`src/rtl/simd_rf_pkg.sv`:
```
// rtl/simd_rf_pkg.sv - shared types and helpers for the SIMD FP register file write-back path
package simd_rf_pkg;

    localparam int simd_lanes_gp      = 4;
    localparam int simd_data_width_gp = 33;
    localparam int simd_els_gp        = 32;
    localparam int simd_row_width_gp  = $clog2(simd_els_gp) - 2;

    // A single row-wide write request; the merge and the output stage both speak this type.
    typedef struct packed {
        logic [simd_row_width_gp-1:0]                     row;
        logic [simd_lanes_gp-1:0]                         lane_mask;
        logic [simd_lanes_gp-1:0][simd_data_width_gp-1:0] data;
    } simd_wb_req_s;

    function automatic logic [simd_lanes_gp-1:0] lane_onehot(input logic [1:0] lane);
        lane_onehot       = '0;
        lane_onehot[lane] = 1'b1;
    endfunction

endpackage

```
`src/rtl/simd_rf_wb_merge.sv`:
```
// rtl/simd_rf_wb_merge.sv - combinational row/lane compatibility check and A+B write merge
module simd_rf_wb_merge
    import simd_rf_pkg::*;
(
    input  simd_wb_req_s                   a_req_i,
    input  logic [simd_row_width_gp+1:0]   b_addr_i,
    input  logic [simd_data_width_gp-1:0]  b_data_i,
    output logic                           compatible_o,
    output simd_wb_req_s                   merged_o
);

    logic [1:0]                   b_lane;
    logic [simd_row_width_gp-1:0] b_row;

    assign b_lane = b_addr_i[1:0];
    assign b_row  = b_addr_i[simd_row_width_gp+1:2];

    // Valid qualification is left to the arbiter; this only looks at addresses and masks.
    assign compatible_o = (a_req_i.row == b_row) & ~a_req_i.lane_mask[b_lane];

    always_comb begin
        merged_o                = a_req_i;
        merged_o.lane_mask      = a_req_i.lane_mask | lane_onehot(b_lane);
        merged_o.data[b_lane]   = b_data_i;
    end

endmodule

```
`src/rtl/simd_rf_wb_arbiter.sv`:
```
// rtl/simd_rf_wb_arbiter.sv - shares the register file write port between pipeline write-back and remote loads
module simd_rf_wb_arbiter
    import simd_rf_pkg::*;
#(
    // Request struct widths come from the package; override these together with it.
    parameter int data_width_p   = simd_data_width_gp,
    parameter int els_p          = simd_els_gp,
    parameter int starve_limit_p = 4,
    localparam int row_w_lp      = $clog2(els_p) - 2,
    localparam int addr_w_lp     = $clog2(els_p),
    localparam int cnt_w_lp      = $clog2(starve_limit_p + 1)
) (
    input  logic                            clk_i,
    input  logic                            reset_n_i,

    input  logic                            a_v_i,
    output logic                            a_ready_o,
    input  logic [row_w_lp-1:0]             a_row_i,
    input  logic [3:0]                      a_lane_mask_i,
    input  logic [4*data_width_p-1:0]       a_data_i,

    input  logic                            b_v_i,
    output logic                            b_yumi_o,
    input  logic [addr_w_lp-1:0]            b_addr_i,
    input  logic [data_width_p-1:0]         b_data_i,

    output logic [3:0]                      w_v_o,
    output logic [addr_w_lp-1:0]            w_addr_o,
    output logic [4*data_width_p-1:0]       w_data_o,

    output logic [cnt_w_lp-1:0]             starve_cnt_o
);

    simd_wb_req_s          a_req;
    simd_wb_req_s          merged_req;
    simd_wb_req_s          wr_req;
    logic                  compatible;
    logic                  merge_ok;
    logic                  starved;
    logic                  a_grant;
    logic                  b_grant;
    logic                  wr_v;
    logic [cnt_w_lp-1:0]   starve_cnt_r;

    always_comb begin
        a_req           = '0;
        a_req.row       = a_row_i;
        a_req.lane_mask = a_lane_mask_i;
        for (int i = 0; i < 4; i++) begin
            a_req.data[i] = a_data_i[i*data_width_p +: data_width_p];
        end
    end

    simd_rf_wb_merge u_merge (
        .a_req_i      (a_req),
        .b_addr_i     (b_addr_i),
        .b_data_i     (b_data_i),
        .compatible_o (compatible),
        .merged_o     (merged_req)
    );

    assign merge_ok = a_v_i & b_v_i & compatible;
    assign starved  = b_v_i & (starve_cnt_r == cnt_w_lp'(starve_limit_p));

    // Fixed A priority, except a starved B takes the port and a compatible pair shares it.
    always_comb begin
        a_ready_o = 1'b1;
        b_yumi_o  = 1'b0;
        if (starved) begin
            b_yumi_o  = 1'b1;
            a_ready_o = merge_ok;
        end else if (merge_ok) begin
            b_yumi_o  = 1'b1;
        end else begin
            b_yumi_o  = b_v_i & ~a_v_i;
        end
    end

    assign a_grant = a_v_i & a_ready_o;
    assign b_grant = b_yumi_o;
    assign wr_v    = a_grant | b_grant;

    // B-only writes reuse the merged data (B lane placed) but take B's row and a single-lane mask.
    always_comb begin
        wr_req = merged_req;
        if (a_grant && !b_grant) begin
            wr_req = a_req;
        end else if (!a_grant && b_grant) begin
            wr_req.row       = b_addr_i[addr_w_lp-1:2];
            wr_req.lane_mask = lane_onehot(b_addr_i[1:0]);
        end
    end

    always_ff @(posedge clk_i or negedge reset_n_i) begin
        if (!reset_n_i) begin
            w_v_o    <= '0;
            w_addr_o <= '0;
            w_data_o <= '0;
        end else begin
            w_v_o <= wr_v ? wr_req.lane_mask : 4'b0000;
            if (wr_v) begin
                w_addr_o <= {wr_req.row, 2'b00};
                w_data_o <= wr_req.data;
            end
        end
    end

    always_ff @(posedge clk_i or negedge reset_n_i) begin
        if (!reset_n_i) begin
            starve_cnt_r <= '0;
        end else if (b_yumi_o) begin
            starve_cnt_r <= '0;
        end else if (b_v_i && (starve_cnt_r != cnt_w_lp'(starve_limit_p))) begin
            starve_cnt_r <= starve_cnt_r + 1'b1;
        end
    end

    assign starve_cnt_o = starve_cnt_r;

endmodule

```
`config.mk`:
```
export PLATFORM = sky130hd
export DESIGN_NAME = simd_rf_wb_arbiter
export DESIGN_NICKNAME = d
export VERILOG_FILES = /design/src/rtl/simd_rf_pkg.sv /design/src/rtl/simd_rf_wb_merge.sv /design/src/rtl/simd_rf_wb_arbiter.sv
export SDC_FILE = /design/constraint.sdc
export NUM_CORES = 1
export LEC_CHECK = 0
export ABC_AREA = 1
export BUFFER_PORTS_ARGS = -buffer_cell sky130_fd_sc_hd__buf_2
export CAP_MARGIN = 0
export CELL_PAD_IN_SITES_DETAIL_PLACEMENT = 0
export CELL_PAD_IN_SITES_GLOBAL_PLACEMENT = 2
export CORE_MARGIN = 4
export CORE_UTILIZATION = 23
export DETAILED_ROUTE_END_ITERATION = 10
export MAX_ROUTING_LAYER = met4
export PLACE_DENSITY = 0.81
export SLEW_MARGIN = 15
export SYNTH_ARGS = -nofsm -noshare
export SYNTH_HDL_FRONTEND = slang
export SYNTH_SLANG_ARGS = --single-unit
```
`constraint.sdc`:
```
create_clock -name clk_i -period 1.45 [get_ports clk_i]
set_input_delay 0.29 -clock clk_i [delete_from_list [all_inputs] [get_ports clk_i]]
set_output_delay 0.29 -clock clk_i [all_outputs]
set_load 0.02 [all_outputs]
```
-- Yosys cells after proc, flatten, opt, wreduce, memory -nomap -nowiden
Index checks and enable logic that the tools add are counted.
- bits of input ports: 181
- output and inout bits: 146
- bits in registers: 142
- bitwise logic cells: 10
- eq/ne operators: 3
- muxes and demuxes: 16
- reduce and logical (&&, ||, !) cells: 7
- $lt $le $gt $ge: 2
- $add $sub $neg: 1
- operators by type and width (cell ; count):
    132-bit bitwise mux ; 1
    132-bit two-way mux ; 1
    33-bit demux with 2-bit select ; 1
    33-bit two-way mux ; 1
    7-bit two-way mux ; 2
    1-bit bitwise AND ; 6
    3-bit two-way mux ; 2
    1-bit two-way mux ; 5
    1-bit logical AND ; 4
    4-bit two-way mux ; 1
    4-bit OR ; 1
    3-bit by 1-bit adder with 3-bit output, second input constant ; 1
    3-bit equality test ; 1
    3-bit equality test, second input constant ; 1
    2-bit by 3-bit less-than comparator with 1-bit output, second input constant ; 1
    3-bit inequality test, second input constant ; 1
    1-bit binary-select mux with 2-bit select ; 1
    1-bit demux with 2-bit select ; 1
    2-bit by 1-bit >= comparator with 1-bit output, second input constant ; 1
    1-bit logical NOT ; 2
    1-bit NOT ; 2
    2-bit nonzero test ; 1
    1-bit OR ; 1

-- Depth between registers and ports, before layout
Gate-level depths: netlist of run 1.
- depth in word-level cells: 12
- depth in mapped cells: 12

-- Hierarchy
From an unflattened synthesis of run 1, not the netlist that was laid out.
- cell total of the unflattened synthesis: 1164
- area, all modules: 8057.7 sq um
- by module, submodules not included (module ; seq. area each (sq um) ; instances ; cells each ; area an instance (sq um)):
    simd_rf_wb_arbiter ; 3553.4 ; 1 ; 799 ; 6311.1
    simd_rf_wb_merge ; 0.0 ; 1 ; 365 ; 1746.7

-- Worst setup path before layout of run 1
Ideal clock, no wire load.
- path type: flip-flop to flip-flop
- from: reg starve_cnt_r[0] (netlist: starve_cnt_o[0])
- to: reg w_data_o[47]
- required time: 1.334 ns
- cell stages (with the launch flop): 12
- data arrival time: 1.681 ns
- setup time: 0.116 ns
- setup slack: -0.347 ns
- cells stage by stage: dfrtp_1 inv_1 ha_1 nand2_1 inv_1 nand2_1 nand3_4 nand2_4 buf_2 nand2_1 nand2_1 nand2_1
- cells in the longest elaborated chain, start to end: 6
- elaborated cells on any way between the ends: 9
- classes of those cells: 1 x eq/ne; 3 x mux; 3 x bitwise; 2 x reduce/logical
- ends and longest elaborated chain (what ; line ; source):
    from (decl) ; simd_rf_wb_arbiter.sv:43 ; logic [cnt_w_lp-1:0] starve_cnt_r;
    from (signal assigned) ; simd_rf_wb_arbiter.sv:114 ; starve_cnt_r <= starve_cnt_r + 1'b1;
    3-bit equality test (*) ; simd_rf_wb_arbiter.sv:63 ; assign starved = b_v_i & (starve_cnt_r == cnt_w_lp'(starve_limit_p));
    1-bit bitwise AND (*) ; simd_rf_wb_arbiter.sv:63 ;
    1-bit two-way mux (*) ; simd_rf_wb_arbiter.sv:69 ; if (starved) begin
    named net b_yumi_o ; simd_rf_wb_arbiter.sv:23 ; output logic b_yumi_o,
    1-bit logical NOT ; simd_rf_wb_arbiter.sv:86 ; if (a_grant && !b_grant) begin
    1-bit logical AND ; simd_rf_wb_arbiter.sv:86 ;
    132-bit two-way mux ; simd_rf_wb_arbiter.sv:86 ;
    to (signal assigned) ; simd_rf_wb_arbiter.sv:103 ; w_data_o <= wr_req.data;
    to (decl) ; simd_rf_wb_arbiter.sv:29 ; output logic [4*data_width_p-1:0] w_data_o,
Mark *: on every way through the listed nets, which the timed path passes. The rest lies on a longest branch.
A chain may end at the register's enable or synchronous reset.

-- Worst setup path in the final report of run 1
- from: reg starve_cnt_r[0] (netlist: starve_cnt_o[0])
- to: out a_ready_o
- cells in the longest elaborated chain, start to end: 3
- ends and longest elaborated chain (what ; line ; source):
    3-bit equality test ; simd_rf_wb_arbiter.sv:63 ;
    1-bit bitwise AND ; simd_rf_wb_arbiter.sv:63 ;
    1-bit two-way mux ; simd_rf_wb_arbiter.sv:69 ;
    to (decl) ; simd_rf_wb_arbiter.sv:17 ; output logic a_ready_o,
Every way passes these cells.

==> impl_metrics.ini, run 1 <==
[outcome]
status = finished, violations left
violations = negative setup slack

[grt]
antenna_found_initial = 1
grt_pass1_wl_mm = 56.3
gr-total-overflow = 0
track_usage_pct = 20.7
grt_pass1_vias = 8968
grt_max_degree = 73

[worst_hold_path]
hp-class = in -> reg
hold_depth = 3
min_from = a_lane_mask_i[0]
min_to = w_v_o[0]$_DFF_PN0_

[clock_network]
clock_latency_ns = 0.43
cts_buffers = 17
cts_sinks = 142
clk_pin_slew_ns = 0.06
cts_max_path_buffers = 2
cts_root_buf = clkbuf_16
cts_tree = built
htreeDepth = 4

[critical_path]
cp-end-kind = primary output
cp-start-kind = flip-flop
reg2reg_from = starve_cnt_o[0]$_DFFE_PN0P_
critPathKind = reg -> out
ff2ff_setup_slack_ns = -0.27
cp.required_ns = 1.16
worstReg2RegEnd = w_data_o[72]$_DFFE_PN0P_
ff2ff_path_depth = 13
worstPathArrival_ns = 1.47
crit_path_max_fanout = 2

[route]
via_count = 8973
dr.first_iter.drc_count = 627
drcViolationCount = 0
ant_nets = 0
via_per_inst = 4.57
wl_mm = 38.5
first_pass_iters = 5
wl_per_cell_um = 19.6

[yosys]
syn_inst = 1133
synthTopCellsByCount = nand2_1 (551), nand3_1 (152), dfrtp_1 (142), o21ai_0 (134), clkbuf_1 (57)
ys_ff_latch = 142
synth-seq-area-share_pct = 45.4
synth_cell_types = 20
synthArstFlopShare_pct = 100
yosys.area.top_type = dfrtp_1
synth.most_common_cell = nand2_1
syn_area_per_cell_um2 = 6.91
ys.warnings.count = 0
synth_top_area_share_pct = 45.4
synth_enable_flop_cells = 0
synth_ff_type = dfrtp_1
synth_area_leaders = dfrtp_1 (45%), nand2_1 (26%), nand3_1 (9.7%), o21ai_0 (8.6%), clkbuf_1 (2.7%)
synth_area_mm2 = 0.00783

[floorplanning]
core_region_area_mm2 = 0.0335
start_util_pct = 23.4
std_cell_rows = 67
dieArea_mm2 = 0.0371
die_h_um = 193
num_io_pins = 327
die_w_um = 193

[timing]
relSlewSlack_pct = 60.5
maxSlewViolCount = 0
period_share_pct = 121
rsz0062_at_grt = yes
fmax_mhz = 570
setup_violations = 143
finalWorstSetupSlack_ns = -0.305
fin_worst_skew_ns = 0.00954
tightestPinTransition_ns = 0.593
layout_min_cycle_time_ns = 1.76
hold_viol = 0

[final_layout]
syn_to_final_growth_pct = 55.2
nFillCells = 3667
drive_gt1_share_pct = 32.3
nets = 1683
final_util_pct = 36.2

[pwr]
power_per_cell_area_mw_per_mm2 = 1120
irDropWorstVdd_mv = 0.781
leakagePower_nw = 6.70

[place]
hpwl_mm = 24.2
place_congestion = 0.829
io_buffers = 324
pre_cts_ws_ns = -0.312

[flow_run]
cap_viol_max_count = 0
[layout by cell type, fill, tap and decap left out, types with 2 or more instances in the layout]
master and count:
nand3_4 2, nand2_2 2, dfrtp_1 140, nand3_1 150, bufbuf_16 3, o21ai_0 134
inv_2 3, clkbuf_16 19, buf_16 18, nor2_2 2, buf_6 10, nand2_1 549
clkbuf_8 4, nand2_8 4, nor2_1 2, nor2_4 3, dfrtp_2 2, bufinv_16 4
inv_1 43, buf_2 316, conb_1 2, clkinv_2 3, clkinvlp_4 2, buf_4 48
buf_12 36
[power by group]
part	switching, W	internal, W
Combinational	0.00236	0.00160
Clock	0.00192	0.00307
Sequential	0.000267	0.00442
Total	0.00454	0.00909
[worst max path at each step]
stage                     cells past startpoint                        to                         from  slack [ns]
after global placement                       12  w_data_o[19]$_DFFE_PN0P_                  b_addr_i[0]       -0.30
after detailed placement                     12  w_data_o[21]$_DFFE_PN0P_                  b_addr_i[0]       -0.31
after floorplan                              11  w_data_o[87]$_DFFE_PN0P_  starve_cnt_o[1]$_DFFE_PN0P_       -0.14
final                                         7                 a_ready_o  starve_cnt_o[0]$_DFFE_PN0P_       -0.31
after global routing                         12  w_data_o[28]$_DFFE_PN0P_  starve_cnt_o[1]$_DFFE_PN0P_       -0.37
after CTS                                     8                 a_ready_o  starve_cnt_o[0]$_DFFE_PN0P_       -0.41
[layout make-up]
class / instances / area, um^2 / area share (%)
antenna: 1 / 2.50 / 0.0206
clock buffer: 22 / 484 / 3.98
clock inverter: 10 / 159 / 1.31
inverter: 47 / 176 / 1.45
multi-input combinational: 858 / 3790 / 31.2
sequential: 142 / 3560 / 29.3
tap: 448 / 561 / 4.61
timing repair buffer: 434 / 3430 / 28.2
[cells by family (layout without fill, tap and decap cells)]
family                   after synthesis  in the layout  synth area share, %
AO/OA/AOI/OAI                        134            134                 8.56
XOR/XNOR                               1              1                0.112
adder cells (fa/ha/maj)                2              2                0.320
buffers and inverters                134            513                 7.49
flip-flops                           142            142                 45.4
other                                  1              3               0.0479
AND/OR/NAND/NOR                      719            719                 38.1
[per-layer routing]
metal | up-vias | global-route usage [%] | share of wire (%)
met4 | 0 | 4.55 | 1.5
met3 | 33 | 3.91 | 6.4
met1 | 4278 | 28.0 | 45
li1 | 4332 | - | -
met5 | - | - | 0
met2 | 330 | 32.5 | 47
[state kept, by name, indices dropped and copies added (netlist names)]
name and count:
w_v_o 4, w_data_o 132, w_addr_o 3, starve_cnt_o 3
[stage by stage]
stage	area [um^2]	hold WS (ns)	setup TNS [ns]	std cells	total power [W]
after floorplan	7890	-0.00559	-16.64	1134	0.00652
after global placement	10400	0.219	-29.50	1881	0.00809
after detailed placement	10400	0.215	-32.81	1881	0.00811
after CTS	12000	0.0913	-30.31	1955	0.0137
after global routing	12200	0.118	-41.08	1962	0.0143
final	12200	0.122	-29.33	1962	0.0136
[critical path, stage by stage (launching register included)]
cell and delay, ns:
dfrtp_2 0.40, inv_2 0.08, ha_4 0.13, nand2_2 0.04, inv_2 0.06, buf_6 0.09
nand3_4 0.09, buf_6 0.15
[what timing repair did]
action                                  in CTS  in global routing
pin swaps                                    4                  2
hold buffers                                 1                  0
endpoints found under the setup margin     141                147
endpoints found under the hold margin       22                  0
setup buffers                               20                  5
gates resized for setup                     44                  6
gates cloned                                21                  2
No activity file was read; power rests on OpenSTA's default activity.
==> inputs of run 2 (changes only) <==
- CTS_CLUSTER_DIAMETER: unset -> 60
- clock period: 1.45 -> 1.6 ns (I/O delays scaled with it)
==> run 2 against run 1 <==
Effect of this change: largest cell class unchanged; critical endpoint is now b_yumi_o; sequential cell count is the same; first-iteration DRC count shrank 17%; non-clock buffer count down 5; clock skew is 0.0022 ns higher; the run still ends with negative setup slack left; core utilization down 0.58 points; critical path depth increased by 1; die area is the same.
==> impl_metrics.ini, run 2 (synthesis gave the netlist of run 1 again) <==
[outcome]
status = finished, violations left
violations = negative setup slack

[final_layout]
final_common_cell = nand2_1
nets = 1678
reg_top3 = w_data_o: 132 flops, w_v_o: 4 flops
drive_gt1_share_pct = 34.1
layout_common_cells = nand2_1 (545), buf_2 (319), dfrtp_1 (140)
syn_to_final_growth_pct = 52.7
nFillCells = 3721
largest_reg_flops = 132
regMostFlops = w_data_o

[pwr]
total_power_w = 0.0123
irDropWorstVdd_mv = 0.712
leakagePower_nw = 6.56
power_per_cell_area_mw_per_mm2 = 1030

[critical_path]
cp-end-kind = primary output
worstPathArrival_ns = 1.50
critPathKind = reg -> out
path_cells = inv_2 -> ha_4 -> nand2_2 -> inv_2 -> nand2_2 -> buf_6 -> nand3_4 -> buf_6
slowest_stage = dfrtp_2
cp-start-kind = flip-flop
cp.required_ns = 1.28
crit_path_max_fanout = 2
critPathBufInv = 4
cpPeakStageDelay_ns = 0.41
crit_family = flip-flops

[clock_network]
cts_tree = built
clk_pin_slew_ns = 0.07
cts_buffers = 17
cts_sinks = 142
htreeDepth = 4
clock_latency_ns = 0.43
cts_max_path_buffers = 2
cts_root_buf = clkbuf_16

[floorplanning]
start_util_pct = 23.4
dieArea_mm2 = 0.0371
std_cell_rows = 67
core_region_area_mm2 = 0.0335
die_w_um = 193
die_h_um = 193
num_io_pins = 327

[route]
via_per_inst = 4.57
drcViolationCount = 0
wl_per_cell_um = 18.1
first_pass_iters = 5
dr.first_iter.drc_count = 521
wl_mm = 35.5
via_count = 8936
ant_nets = 0

[timing]
maxSlewViolCount = 0
rsz0062_at_grt = yes
setup_violations = 138
finalWorstSetupSlack_ns = -0.221
relSlewSlack_pct = 61.0
layout_min_cycle_time_ns = 1.82
fin_worst_skew_ns = 0.0117
fmax_mhz = 549
period_share_pct = 114
tightestPinTransition_ns = 0.584
hold_viol = 0

[grt]
use_met1_pct = 26.1
grt_busiest_layer = met2
grt_pass1_vias = 9014
antenna_found_initial = 1
gr-usage-met3_pct = 3.80
track_usage_pct = 19.1
grt_pass1_wl_mm = 53.1
grt_max_degree = 74
gr-total-overflow = 0
grtUsageMet2_pct = 29.8

[place]
hpwl_mm = 24.2
pre_cts_ws_ns = -0.179
place_congestion = 0.793
io_buffers = 324

[worst_hold_path]
hp-class = in -> reg

[flow_run]
cap_viol_max_count = 0
[run 2: changes by cell type in the layout (fill, tap and decap cells not counted), sizes merged]
cell	previous run	this run
buf	428	423
bufbuf	3	0
clkbuf	24	26
bufinv	4	5
clkinv	5	4
clkinvlp	2	3
[run 2: worst register-to-register path: cells and delay by family, from the launching register on]
kind	cells	cell delay, ns
simple gates	6	0.37
buf+inv	7	0.79
flops	1	0.41
fa+ha+maj	1	0.13
[run 2: through the flow]
stage,instance area (um^2),setup TNS (ns),hold slack (ns),std cells,utilization (%)
floorplan,7870,-0.00114,0.0244,1134,-
global placement,10500,-15.65,0.355,1893,31.4
detailed placement,10500,-18.48,0.352,1893,31.4
CTS,11700,-23.71,0.122,1948,34.9
global route,12000,-31.76,0.133,1957,35.7
finish,12000,-14.63,0.149,1957,35.7
[run 2: worst paths after layout]
path | cells after the start | endpoint | slack [ns] | from
min | 3 | w_v_o[0]$_DFF_PN0_ | 0.15 | a_lane_mask_i[0]
max in group asynchronous | 3 | w_data_o[8]$_DFFE_PN0P_ | 0.76 | reset_n_i
max reg2reg | 14 | w_data_o[105]$_DFFE_PN0P_ | -0.19 | starve_cnt_o[1]$_DFFE_PN0P_
max | 8 | b_yumi_o | -0.22 | starve_cnt_o[1]$_DFFE_PN0P_
min in group asynchronous | 3 | w_data_o[57]$_DFFE_PN0P_ | 0.44 | reset_n_i
min reg2reg | 2 | w_data_o[21]$_DFFE_PN0P_ | 0.47 | w_data_o[21]$_DFFE_PN0P_
[run 2: power by group]
part	internal, W	switching, W
combinational	0.00138	0.00208
clock	0.00285	0.00172
sequential	0.00401	0.000258
[run 2: repair_timing]
action	4_1_cts	5_1_grt
endpoints found under the setup margin	132	143
buffers inserted	17	5
gates cloned	5	5
endpoints found under the hold margin	142	0
hold buffers	1	0
gates resized for setup	55	24
pin swaps	34	34
[run 2: cell type report]
cell class              instances  area (um^2)  area share [%]
diodes                          1         2.50          0.0209
repair buffers                429         3090            25.9
flip-flops and latches        142         3560            29.7
well taps                     448          561            4.69
clock buffers                  21          460            3.85
inverters                      47          176            1.48
multi-input cells             858         3920            32.8
clock inverters                11          188            1.57
[run 2: layer usage]
layer,up-vias,routed length (um),share of wire (%)
met1,4288,16600,47
met4,0,282,0.79
met3,21,2090,5.9
met2,305,16500,47
li1,4322,-,-
met5,-,0,0
==> inputs of run 3 (changes only) <==
- MAX_ROUTING_LAYER: met4 -> unset
==> run 3 against run 2 <==
Effect of this change: the run still ends with negative setup slack left; routed wire length decreased by 0.33%; total power fell by 0.12%; sequential cell count unchanged; register-to-register slack about the same; largest power group unchanged.
==> impl_metrics.ini, run 3 (synthesis gave the netlist of run 1 again) <==
[timing]
setup_violations = 138
hold_viol = 0
tightestPinTransition_ns = 0.584
relSlewSlack_pct = 61.1
finalWorstSetupSlack_ns = -0.219
period_share_pct = 114
tns_ns = -14.61
fmax_mhz = 550
maxSlewViolCount = 0
rsz0062_at_grt = yes
layout_min_cycle_time_ns = 1.82
fin_worst_skew_ns = 0.0107

[final_layout]
layout_common_cells = nand2_1 (545), buf_2 (319), dfrtp_1 (140)
drive_gt1_share_pct = 34.1
final_common_cell = nand2_1
syn_to_final_growth_pct = 52.7
final_area_mm2 = 0.0120
nFillCells = 3721
reg_top3 = w_data_o: 132 flops, w_v_o: 4 flops
nets = 1678
regMostFlops = w_data_o
largest_reg_flops = 132

[place]
placed_cell_area_mm2 = 0.0105
place_congestion = 0.782
hpwl_mm = 24.2
pre_cts_ws_ns = -0.179
io_buffers = 324

[route]
dr.first_iter.drc_count = 504
via_count = 8973
via_per_inst = 4.59
ant_nets = 0
wl_mm = 35.4
wl_per_cell_um = 18.1
drcViolationCount = 0
first_pass_iters = 5

[critical_path]
cpMostUsedCell = inv_2
critPathBufInv = 4
cp-start-kind = flip-flop
cpPeakStageDelay_ns = 0.41
critPathKind = reg -> out
worstReg2RegEnd = w_data_o[105]$_DFFE_PN0P_
ff2ff_setup_slack_ns = -0.19
ff2ff_path_depth = 14
reg2reg_from = starve_cnt_o[1]$_DFFE_PN0P_
crit_path_max_fanout = 2
cp.required_ns = 1.28
cp-end-kind = primary output
worstPathArrival_ns = 1.50
path_cells = inv_2 -> ha_4 -> nand2_2 -> inv_2 -> buf_4 -> nand3_4 -> buf_6
crit_family = flip-flops
slowest_stage = dfrtp_2

[pwr]
seqPwrFrac_pct = 34.7
swShare_pct = 32.9
leakagePower_nw = 6.56
clkPwrFrac_pct = 37.1
switchingPower_w = 0.00404
p_int_w = 0.00824
p_comb_share_pct = 28.1
irDropWorstVdd_mv = 0.710
power_per_cell_area_mw_per_mm2 = 1030

[floorplanning]
dieArea_mm2 = 0.0371
core_region_area_mm2 = 0.0335
start_util_pct = 23.4
die_w_um = 193
die_h_um = 193
std_cell_rows = 67
num_io_pins = 327

[outcome]
status = finished, violations left
violations = negative setup slack

[grt]
antenna_found_initial = 1
grt_pass1_wl_mm = 53.2
grt_pass1_vias = 9011
gr-total-overflow = 0
track_usage_pct = 18.6
grt_max_degree = 74

[worst_hold_path]
hp-class = in -> reg
min_to = w_v_o[0]$_DFF_PN0_
hold_depth = 3
min_from = a_lane_mask_i[0]

[clock_network]
clk_pin_slew_ns = 0.07
cts_max_path_buffers = 2
cts_buffers = 17
clock_latency_ns = 0.43
cts_root_buf = clkbuf_16
cts_tree = built
htreeDepth = 4
cts_sinks = 142

[flow_run]
cap_viol_max_count = 0
[run 3: cell counts in the layout (fill, tap and decap cells not counted)]
Identical to the previous run, type by type.
[run 3: repair_timing]
action	CTS	global route
pin swaps	34	34
setup buffers	17	5
gates resized for setup	55	24
gates cloned	5	5
endpoints found under the hold margin	142	0
hold buffers	1	0
setup endpoints to repair	132	143
[run 3: cell type report]
| cell class | count | area [um^2] | share of cell area, % |
|---|---|---|---|
| flip-flops and latches | 142 | 3560 | 29.7 |
| clock inverters | 11 | 188 | 1.57 |
| inverters | 47 | 176 | 1.48 |
| multi-input cells | 858 | 3920 | 32.8 |
| clock buffers | 21 | 460 | 3.85 |
| well taps | 448 | 561 | 4.69 |
| repair buffers | 429 | 3090 | 25.9 |
| diodes | 1 | 2.50 | 0.0209 |
[run 3: metrics by stage]
stage               hold WS (ns)  total power [W]  util [%]  cells
detailed placement         0.352          0.00737      31.4   1893
global placement           0.355          0.00736      31.4   1893
global route               0.133           0.0130      35.7   1956
floorplan                 0.0244          0.00589         -   1134
CTS                        0.122           0.0123      34.9   1948
finish                     0.148           0.0123      35.7   1957
[run 3: power groups by stage]
| stage | clock (W) | sequential, W | combinational [W] |
|---|---|---|---|
| 2_1_floorplan | 0 | 0.00481 | 0.00108 |
| 3_3_place_gp | 0 | 0.00432 | 0.00304 |
| 3_5_place_dp | 0 | 0.00432 | 0.00305 |
| 4_1_cts | 0.00468 | 0.00426 | 0.00336 |
| 5_1_grt | 0.00485 | 0.00431 | 0.00380 |
| 6_report | 0.00456 | 0.00427 | 0.00345 |
[run 3: how the worst max path moves through the flow]
stage,cells past startpoint,end,start
6_report,7,a_ready_o,starve_cnt_o[1]$_DFFE_PN0P_
5_1_grt,14,w_data_o[14]$_DFFE_PN0P_,starve_cnt_o[1]$_DFFE_PN0P_
4_1_cts,8,b_yumi_o,starve_cnt_o[1]$_DFFE_PN0P_
3_5_place_dp,12,w_data_o[16]$_DFFE_PN0P_,b_addr_i[0]
3_3_place_gp,12,w_data_o[76]$_DFFE_PN0P_,b_addr_i[0]
2_1_floorplan,12,w_data_o[47]$_DFFE_PN0P_,b_addr_i[1]
[run 3: tightest hold or removal path: cells and delay by family]
family / cells / cell delay (ns)
buffers and inverters: 1 / 0.10
and+or+nand+nor: 2 / 0.13
[run 3: metal layers]
layer	share of wire, %	routed length (um)	up-vias	track usage (%)
li1	-	-	4327	-
met1	46	16300	4320	26.0
met2	47	16600	303	30.0
met3	6.1	2150	23	3.96
met4	0.99	349	0	3.70
met5	0	0	-	0
